## config.mk

```make
export PLATFORM = sky130hd
export DESIGN_NAME = rr_arbiter_flat
export DESIGN_NICKNAME = d
export VERILOG_FILES = /design/src/rtl/rr_arbiter_pkg.sv /design/src/rtl/rr_arbiter_if.sv /design/src/rtl/rr_pri_enc.sv /design/src/rtl/rr_arbiter.sv /design/src/flat_wrapper.sv
export SDC_FILE = /design/constraint.sdc
export NUM_CORES = 1
export LEC_CHECK = 0
export ABC_AREA = 0
export BUFFER_PORTS_ARGS = -buffer_cell sky130_fd_sc_hd__buf_2
export CAP_MARGIN = 30
export CORE_UTILIZATION = 51
export DETAILED_ROUTE_END_ITERATION = 8
export HOLD_SLACK_MARGIN = 0.06
export PLACE_DENSITY_LB_ADDON = 0.3
export REMOVE_ABC_BUFFERS = 1
export SYNTH_ARGS = -nofsm -noshare
export SYNTH_HDL_FRONTEND = slang
export SYNTH_HIERARCHICAL = 1
export SYNTH_SLANG_ARGS = --single-unit
```

## constraint.sdc

```tcl
create_clock -name clk -period 3.6 [get_ports clk]
set_clock_uncertainty 0.15 [all_clocks]
set_input_delay 0.54 -clock clk [delete_from_list [all_inputs] [get_ports clk]]
set_output_delay 0.54 -clock clk [all_outputs]
set_load 0.01 [all_outputs]
```

## src/rtl/rr_arbiter_pkg.sv

```systemverilog
// Shared types and default parameters for the round-robin arbiter.
// Imported by the arbiter top and its testbench.
package rr_arbiter_pkg;

    typedef enum logic {
        ST_IDLE  = 1'b0,
        ST_GRANT = 1'b1
    } state_e;

    localparam int DEF_N        = 8;
    localparam int DEF_MAX_HOLD = 16;
    localparam int DEF_HW       = 5;

endpackage

```

## src/rtl/rr_arbiter_if.sv

```systemverilog
// Request/grant bundle between the requesting masters and the arbiter.
// gnt_id also steers the shared datapath select mux.
interface rr_arbiter_if #(
    parameter int N   = 8,
    parameter int IDW = $clog2(N)
);
    logic [N-1:0]   req;
    logic           done;
    logic [N-1:0]   gnt;
    logic [IDW-1:0] gnt_id;
    logic           gnt_valid;

    modport master (output req, done, input gnt, gnt_id, gnt_valid);
    modport slave  (input req, done, output gnt, gnt_id, gnt_valid);
endinterface

```

## src/rtl/rr_pri_enc.sv

```systemverilog
// Fixed-priority encoder: the lowest set bit of vec_i wins.
// idx_o is 0 when no bit is set; valid_o flags a winner.
module rr_pri_enc #(
    parameter int W  = 16,
    parameter int IW = $clog2(W)
) (
    input  logic [W-1:0]  vec_i,
    output logic [IW-1:0] idx_o,
    output logic          valid_o
);

    // NOTE: idx_o gets a default before the loop so every path assigns it and no latch is inferred.
    always_comb begin
        idx_o = '0;
        for (int i = W - 1; i >= 0; i--) begin
            if (vec_i[i]) idx_o = IW'(i);
        end
    end

    assign valid_o = |vec_i;

endmodule

```

## src/rtl/rr_arbiter.sv

```systemverilog
// Round-robin arbiter: rotating pointer ahead of a fixed-priority encoder,
// registered one-hot grant held until release by the owner or hold timeout.
module rr_arbiter
    import rr_arbiter_pkg::*;
#(
    parameter int N        = DEF_N,
    parameter int MAX_HOLD = DEF_MAX_HOLD,
    parameter int HW       = DEF_HW,
    parameter int IDW      = $clog2(N)
) (
    input logic         clk,
    input logic         rst,
    rr_arbiter_if.slave bus
);

    localparam int EW = $clog2(2 * N);
    localparam logic [HW-1:0] HOLD_LAST = HW'((MAX_HOLD > 0) ? MAX_HOLD - 1 : 0);

    state_e         state_q;
    logic [IDW-1:0] ptr_q, ptr_d;
    logic [HW-1:0]  hold_cnt_q;
    logic [N-1:0]   gnt_q;
    logic [IDW-1:0] gnt_id_q;
    logic           gnt_valid_q;

    logic           hold_hit;
    logic           rel;
    logic [2*N-1:0] dbl_req;
    logic [2*N-1:0] masked_req;
    logic [EW-1:0]  enc_idx;
    logic           enc_valid;
    logic [IDW-1:0] win_id;
    logic [N-1:0]   win_gnt;

    assign hold_hit = (MAX_HOLD != 0) && (hold_cnt_q == HOLD_LAST);
    assign rel      = (state_q == ST_GRANT) &&
                      (!bus.req[gnt_id_q] || bus.done || hold_hit);

    // On release the owner drops to lowest priority and the same cycle's arbitration already sees it.
    assign ptr_d = rel ? ((gnt_id_q == IDW'(N - 1)) ? '0 : gnt_id_q + 1'b1) : ptr_q;

    assign dbl_req = {bus.req, bus.req};

    always_comb begin
        masked_req = '0;
        for (int j = 0; j < 2 * N; j++) begin
            masked_req[j] = dbl_req[j] && (j >= int'(ptr_d));
        end
    end

    rr_pri_enc #(.W(2 * N), .IW(EW)) u_pri_enc (
        .vec_i   (masked_req),
        .idx_o   (enc_idx),
        .valid_o (enc_valid)
    );

    assign win_id  = (enc_idx >= EW'(N)) ? IDW'(enc_idx - EW'(N)) : IDW'(enc_idx);
    assign win_gnt = N'(1) << win_id;

    // NOTE: state is updated only with non-blocking assignments so every flop samples pre-edge values.
    always_ff @(posedge clk or posedge rst) begin
        if (rst) begin
            state_q     <= ST_IDLE;
            ptr_q       <= '0;
            hold_cnt_q  <= '0;
            gnt_q       <= '0;
            gnt_id_q    <= '0;
            gnt_valid_q <= 1'b0;
        end else begin
            ptr_q <= ptr_d;
            case (state_q)
                ST_IDLE: begin
                    if (enc_valid) begin
                        state_q     <= ST_GRANT;
                        gnt_q       <= win_gnt;
                        gnt_id_q    <= win_id;
                        gnt_valid_q <= 1'b1;
                        hold_cnt_q  <= '0;
                    end
                end
                ST_GRANT: begin
                    if (rel && enc_valid) begin
                        gnt_q       <= win_gnt;
                        gnt_id_q    <= win_id;
                        gnt_valid_q <= 1'b1;
                        hold_cnt_q  <= '0;
                    end else if (rel) begin
                        state_q     <= ST_IDLE;
                        gnt_q       <= '0;
                        gnt_id_q    <= '0;
                        gnt_valid_q <= 1'b0;
                        hold_cnt_q  <= '0;
                    end else if (hold_cnt_q != '1) begin
                        hold_cnt_q  <= hold_cnt_q + 1'b1;
                    end
                end
                default: state_q <= ST_IDLE;
            endcase
        end
    end

    assign bus.gnt       = gnt_q;
    assign bus.gnt_id    = gnt_id_q;
    assign bus.gnt_valid = gnt_valid_q;

endmodule

```

## src/flat_wrapper.sv

```systemverilog
// flat-port wrapper written by rule: the top's interface ports become plain ports
module rr_arbiter_flat import rr_arbiter_pkg::*;
#(
    parameter int N        = DEF_N,
    parameter int MAX_HOLD = DEF_MAX_HOLD,
    parameter int HW       = DEF_HW,
    parameter int IDW      = $clog2(N)
)
  (clk, rst, bus_req, bus_done, bus_gnt, bus_gnt_id, bus_gnt_valid);
  rr_arbiter_if #(.N(N), .IDW(IDW)) bus_i ();
  input logic clk;
  input logic rst;
  input wire logic [$bits(bus_i.req)-1:0] bus_req;
  input wire logic [$bits(bus_i.done)-1:0] bus_done;
  output wire logic [$bits(bus_i.gnt)-1:0] bus_gnt;
  output wire logic [$bits(bus_i.gnt_id)-1:0] bus_gnt_id;
  output wire logic [$bits(bus_i.gnt_valid)-1:0] bus_gnt_valid;
  assign bus_i.req = bus_req;
  assign bus_i.done = bus_done;
  assign bus_gnt = bus_i.gnt;
  assign bus_gnt_id = bus_i.gnt_id;
  assign bus_gnt_valid = bus_i.gnt_valid;
  rr_arbiter #(.N(N), .MAX_HOLD(MAX_HOLD), .HW(HW), .IDW(IDW)) u_core (.clk(clk), .rst(rst), .bus(bus_i));
endmodule
```

==> impl_metrics.ini, run 1 <==
[sta]
finalSetupViolations = 0
slew_viol_final = 0
fmax_mhz = 293
worst_pin_slew_ns = 0.809
rsz0062_at_grt = false
fin_crit_sh = 0.947
hold_violations = 0
min_period_ns = 3.41
fin_setup_tns_ns = 0
slew_headroom = 0.460

[placement]
finalWeightedCongestion = 0.983
port_buffers = 22
placed_cells = 221
dp_hpwl_mm = 2.84

[clock_network]
insertion_delay_ns = 0.31
post_cts_resized = 0
root_buffer = clkbuf_4
cts_hold_buf = 0
cts_made_buffers = 3
clk_path_buf_depth = 2
clk_pin_slew_ns = 0.12
post_cts_buffers = 0
htree_levels = 1
cts.sinks = 21
cts_tree = yes

[floorplan]
initial_utilization = 0.549
rows = 19
fp.dieArea_um2 = 3270
coreArea_um2 = 2830
die-height_um = 57.2
die_w_um = 57.2
ios = 23

[route]
drc_errors = 0
avgViaCountPerCell = 6.41
ant_nets = 0
drt_wl_total_mm = 3.74
vias = 1443
wl_per_cell_um = 16.6
drt_iter0_drc = 87
dr.pass1.iters = 4

[worst_setup_path]
startpoint_type = flip-flop
cp.arrival_ns = 3.51
worstPathRequired_ns = 3.70
critPathKind = flip-flop to flip-flop
crit_fanout = 10
end_kind = flip-flop

[grt]
grt_usage = 0.247
grt_pass1_vias = 1442
grt_pass1_wl_mm = 6.32
antenna_found_initial = 0
overflow = 0
grt_max_degree = 22

[worst_hold_path]
hold_class = input pin to asynchronous set/reset pin

[outcome]
status = finished, final reports clean

[pwr]
leakagePower_uw = 0.000815
powerDensity_nw_per_um2 = 881
irDropWorstVdd_v = 0.000582

[cells_and_area]
fill_cells = 249
diodes = 0
final_nets = 211
final_cell_mix = buf_2 (22), dfrtp_1 (20), inv_1 (18)
final_common_cell = buf_2
final_layout_size_suffix_gt1_frac = 0.268
syn_to_final_growth_pct = 12.7
final_cells = 225

[synth]
ys_warn_count = 6
synth_cells = 168
synth_area_um2 = 1550
avgSynthCellArea_um2 = 9.24

[job]
max_cap_violations = 0
-- state kept, by name, indices dropped and copies added, names as in the netlist --
register and cells:
u_core/bus.gnt 8, u_core/state_q 1, u_core/hold_cnt_q 5, u_core/ptr_q 3
u_core/bus.gnt_valid 1, u_core/bus.gnt_id 3
-- routing by layer --
| metal | routed length, um | global-route usage | share of wire | vias up |
|---|---|---|---|---|
| met5 | 0 | 0 | 0 | - |
| met2 | 1880 | 0.437 | 0.50 | 39 |
| met4 | 42 | 0.0592 | 0.011 | 0 |
| met1 | 1670 | 0.323 | 0.45 | 710 |
| met3 | 144 | 0.0317 | 0.038 | 5 |
| li1 | - | - | - | 689 |
-- per-stage QoR --
step | worst slack, ns | hold slack, ns | util | total power, uW | area, um2
6_report | 0.190 | 0.210 | 0.618 | 1540 | 1750
5_1_grt | 0.0456 | 0.282 | 0.618 | 1660 | 1750
4_1_cts | 0.0123 | 0.237 | 0.609 | 1510 | 1720
3_5_place_dp | 0.0433 | 0.331 | 0.599 | 1380 | 1700
3_3_place_gp | 0.166 | 0.330 | 0.599 | 1340 | 1700
2_1_floorplan | 0.144 | 0.293 | - | 1120 | 1510
-- where the power goes --
part,switching (uW),internal (uW)
combinational,553,464
clock,74.5,43.3
sequential,96.3,310
total,723,817
-- worst max-delay path: stages, from the launching register on --
cell and delay (ns):
dfrtp_1 0.52, ha_1 0.26, ha_1 0.36, and2_1 0.23
and2_1 0.17, a221oi_2 0.09, nor4_2 0.36, nand3_1 0.13
or3_4 0.39, nor2_2 0.18, inv_1 0.09, o31ai_2 0.19
a32o_1 0.22
-- layout make-up --
class / instances / area [um2] / area share
Tap cell: 31 / 38.8 / 0.0222
Inverter: 18 / 67.6 / 0.0386
Clock buffer: 4 / 26.3 / 0.0150
Timing Repair Buffer: 27 / 148 / 0.0844
Multi-Input combinational cell: 124 / 942 / 0.539
Sequential cell: 21 / 527 / 0.301
-- worst paths after layout --
| path | slack [ns] | to | from | cells past startpoint |
|---|---|---|---|---|
| worst max register to register | 0.19 | u_core/bus.gnt[7] | u_core/bus.gnt_id[0] | 12 |
| max in group asynchronous | 2.54 | u_core/bus.gnt_id[1] | rst | 2 |
| worst min register to register | 0.35 | u_core/hold_cnt_q[3] | u_core/hold_cnt_q[3] | 1 |
| min in group clk | 0.35 | u_core/hold_cnt_q[3] | u_core/hold_cnt_q[3] | 1 |
| worst max-delay path | 0.19 | u_core/bus.gnt[7] | u_core/bus.gnt_id[0] | 12 |
| worst min-delay path | 0.21 | u_core/bus.gnt[1] | rst | 2 |
(Power assumes the default switching activity.)
==> run 2, diff against run 1 <==
- CORE_UTILIZATION: 51 -> 55
- PLACE_DENSITY: default -> 0.77
- PLACE_DENSITY_LB_ADDON: 0.3 -> default
- clock period: 3.6 -> 3.9 ns (I/O delays scaled with it)
==> run 2 against run 1 <==
  * Sequential power shrank 8.6%
  * Hold slack improved by 0.033 ns
  * Clock power is 4% lower
  * Fmax shrank 5.8%
  * Highest routed layer is now met3
==> impl_metrics.ini, run 2 (synthesis gave the netlist of run 1 again) <==
[route]
top_layer = met3
drt_wl_total_mm = 3.70
dr.pass1.iters = 5
met2_length_mm = 1.84
m1WireLength_mm = 1.54
wl_per_cell_um = 16.7
ant_nets = 0
vias = 1474
drt_iter0_drc = 79
drc_errors = 0
wl_met3_um = 315
avgViaCountPerCell = 6.67

[floorplan]
ios = 23
fp.dieArea_um2 = 3040
coreArea_um2 = 2570
die-height_um = 55.1
die_w_um = 55.1
rows = 18
initial_utilization = 0.605

[worst_setup_path]
path_cells = mux2i_1 -> a22oi_4 -> a31o_4 -> mux2_4 -> nor2_1 -> nand3_1 -> or3_1 -> nor2_1 -> inv_1 -> o31ai_2 -> a22o_1
cp.buffers_inverters = 1
worstPathRequired_ns = 4.00
slowest_stage = dfrtp_1
crit_fanout = 10
end_kind = flip-flop
startpoint_type = flip-flop
cp.arrival_ns = 3.72
cpMostUsedCell = nor2_1
crit_family = simple AND/OR/NAND/NOR gates
crit_path_max_incr_delay_ns = 0.58
critPathKind = flip-flop to flip-flop

[clock_network]
cts_hold_buf = 0
cts.sinks = 21
cts_tree = yes
root_buffer = clkbuf_4
cts_made_buffers = 3
post_cts_resized = 0
clk_path_buf_depth = 2
insertion_delay_ns = 0.31
post_cts_buffers = 0
clk_pin_slew_ns = 0.14
htree_levels = 1

[pwr]
irDropWorstVdd_v = 0.000578
leakagePower_uw = 0.000800
power.total_uw = 1380
powerDensity_nw_per_um2 = 808

[cells_and_area]
regArea_um2 = 526
largest_reg_flops = 8
final_cells = 221
multi_input_area_um2 = 927
diodes = 0
final_nets = 208
fill_cells = 224
fin_area_um2 = 1710
final_layout_size_suffix_gt1_frac = 0.236
final_cell_mix = buf_2 (22), dfrtp_1 (21), inv_1 (18)
syn_to_final_growth_pct = 10.3
final_common_cell = buf_2

[sta]
min_period_ns = 3.62
finalSetupViolations = 0
fmax_mhz = 276
slew_viol_final = 0
fin_crit_sh = 0.928
hold_violations = 0
rsz0062_at_grt = false
whs_ns = 0.242
fin_setup_tns_ns = 0
worst_pin_slew_ns = 0.803
slew_headroom = 0.464

[grt]
antenna_found_initial = 0
grt_usage = 0.268
grt_max_degree = 22
overflow = 0
grt_pass1_vias = 1297
grt_pass1_wl_mm = 5.82

[placement]
placed_cells = 217
port_buffers = 22
dp_hpwl_mm = 2.83
finalWeightedCongestion = 0.983
placed_area_um2 = 1670

[job]
max_cap_violations = 0

[worst_hold_path]
hold_class = input pin to asynchronous set/reset pin

[outcome]
status = finished, final reports clean
-- run 2: cell types whose count changed in the layout (fill, tap and decap cells not counted), sizes merged --
cell	before	now
clkinvlp	0	1
buf	27	24
clkbuf	4	3
-- run 2: metal layers --
| metal | vias to the layer above | track usage |
|---|---|---|
| met4 | 0 | 0.0625 |
| met2 | 79 | 0.436 |
| met3 | 0 | 0.0328 |
| li1 | 679 | - |
| met1 | 716 | 0.376 |
| met5 | - | 0 |
-- run 2: through the flow --
step                setup slack, ns  utilization
floorplan                     0.444            -
global placement              0.285        0.651
detailed placement            0.131        0.651
CTS                          0.0756        0.663
global route                 0.0583        0.667
finish                        0.281        0.667
-- run 2: layout make-up --
cell class,count,share of cell area
tap,30,0.0219
sequential,21,0.307
inverter,18,0.0394
clock inverter,1,0.00438
timing repair buffer,24,0.0730
clock buffer,3,0.0131
multi-input combinational,124,0.541
-- run 2: worst paths after layout --
| check | start | endpoint | slack (ns) | cells after the start |
|---|---|---|---|---|
| setup / recovery | u_core/bus.gnt_id[1] | u_core/bus.gnt_id[0] | 0.28 | 11 |
| hold / removal | rst | u_core/bus.gnt[1] | 0.24 | 2 |
| setup reg to reg | u_core/bus.gnt_id[1] | u_core/bus.gnt_id[0] | 0.28 | 11 |
| hold reg to reg | u_core/bus.gnt[5] | u_core/bus.gnt[5] | 0.35 | 1 |
| max in group asynchronous | rst | u_core/ptr_q[1] | 2.85 | 2 |
| min in group clk | u_core/bus.gnt[5] | u_core/bus.gnt[5] | 0.35 | 1 |
-- run 2: power breakdown --
part	switching, uW	internal [uW]
registers	86.1	285
logic	499	401
clock network	73.5	39.1
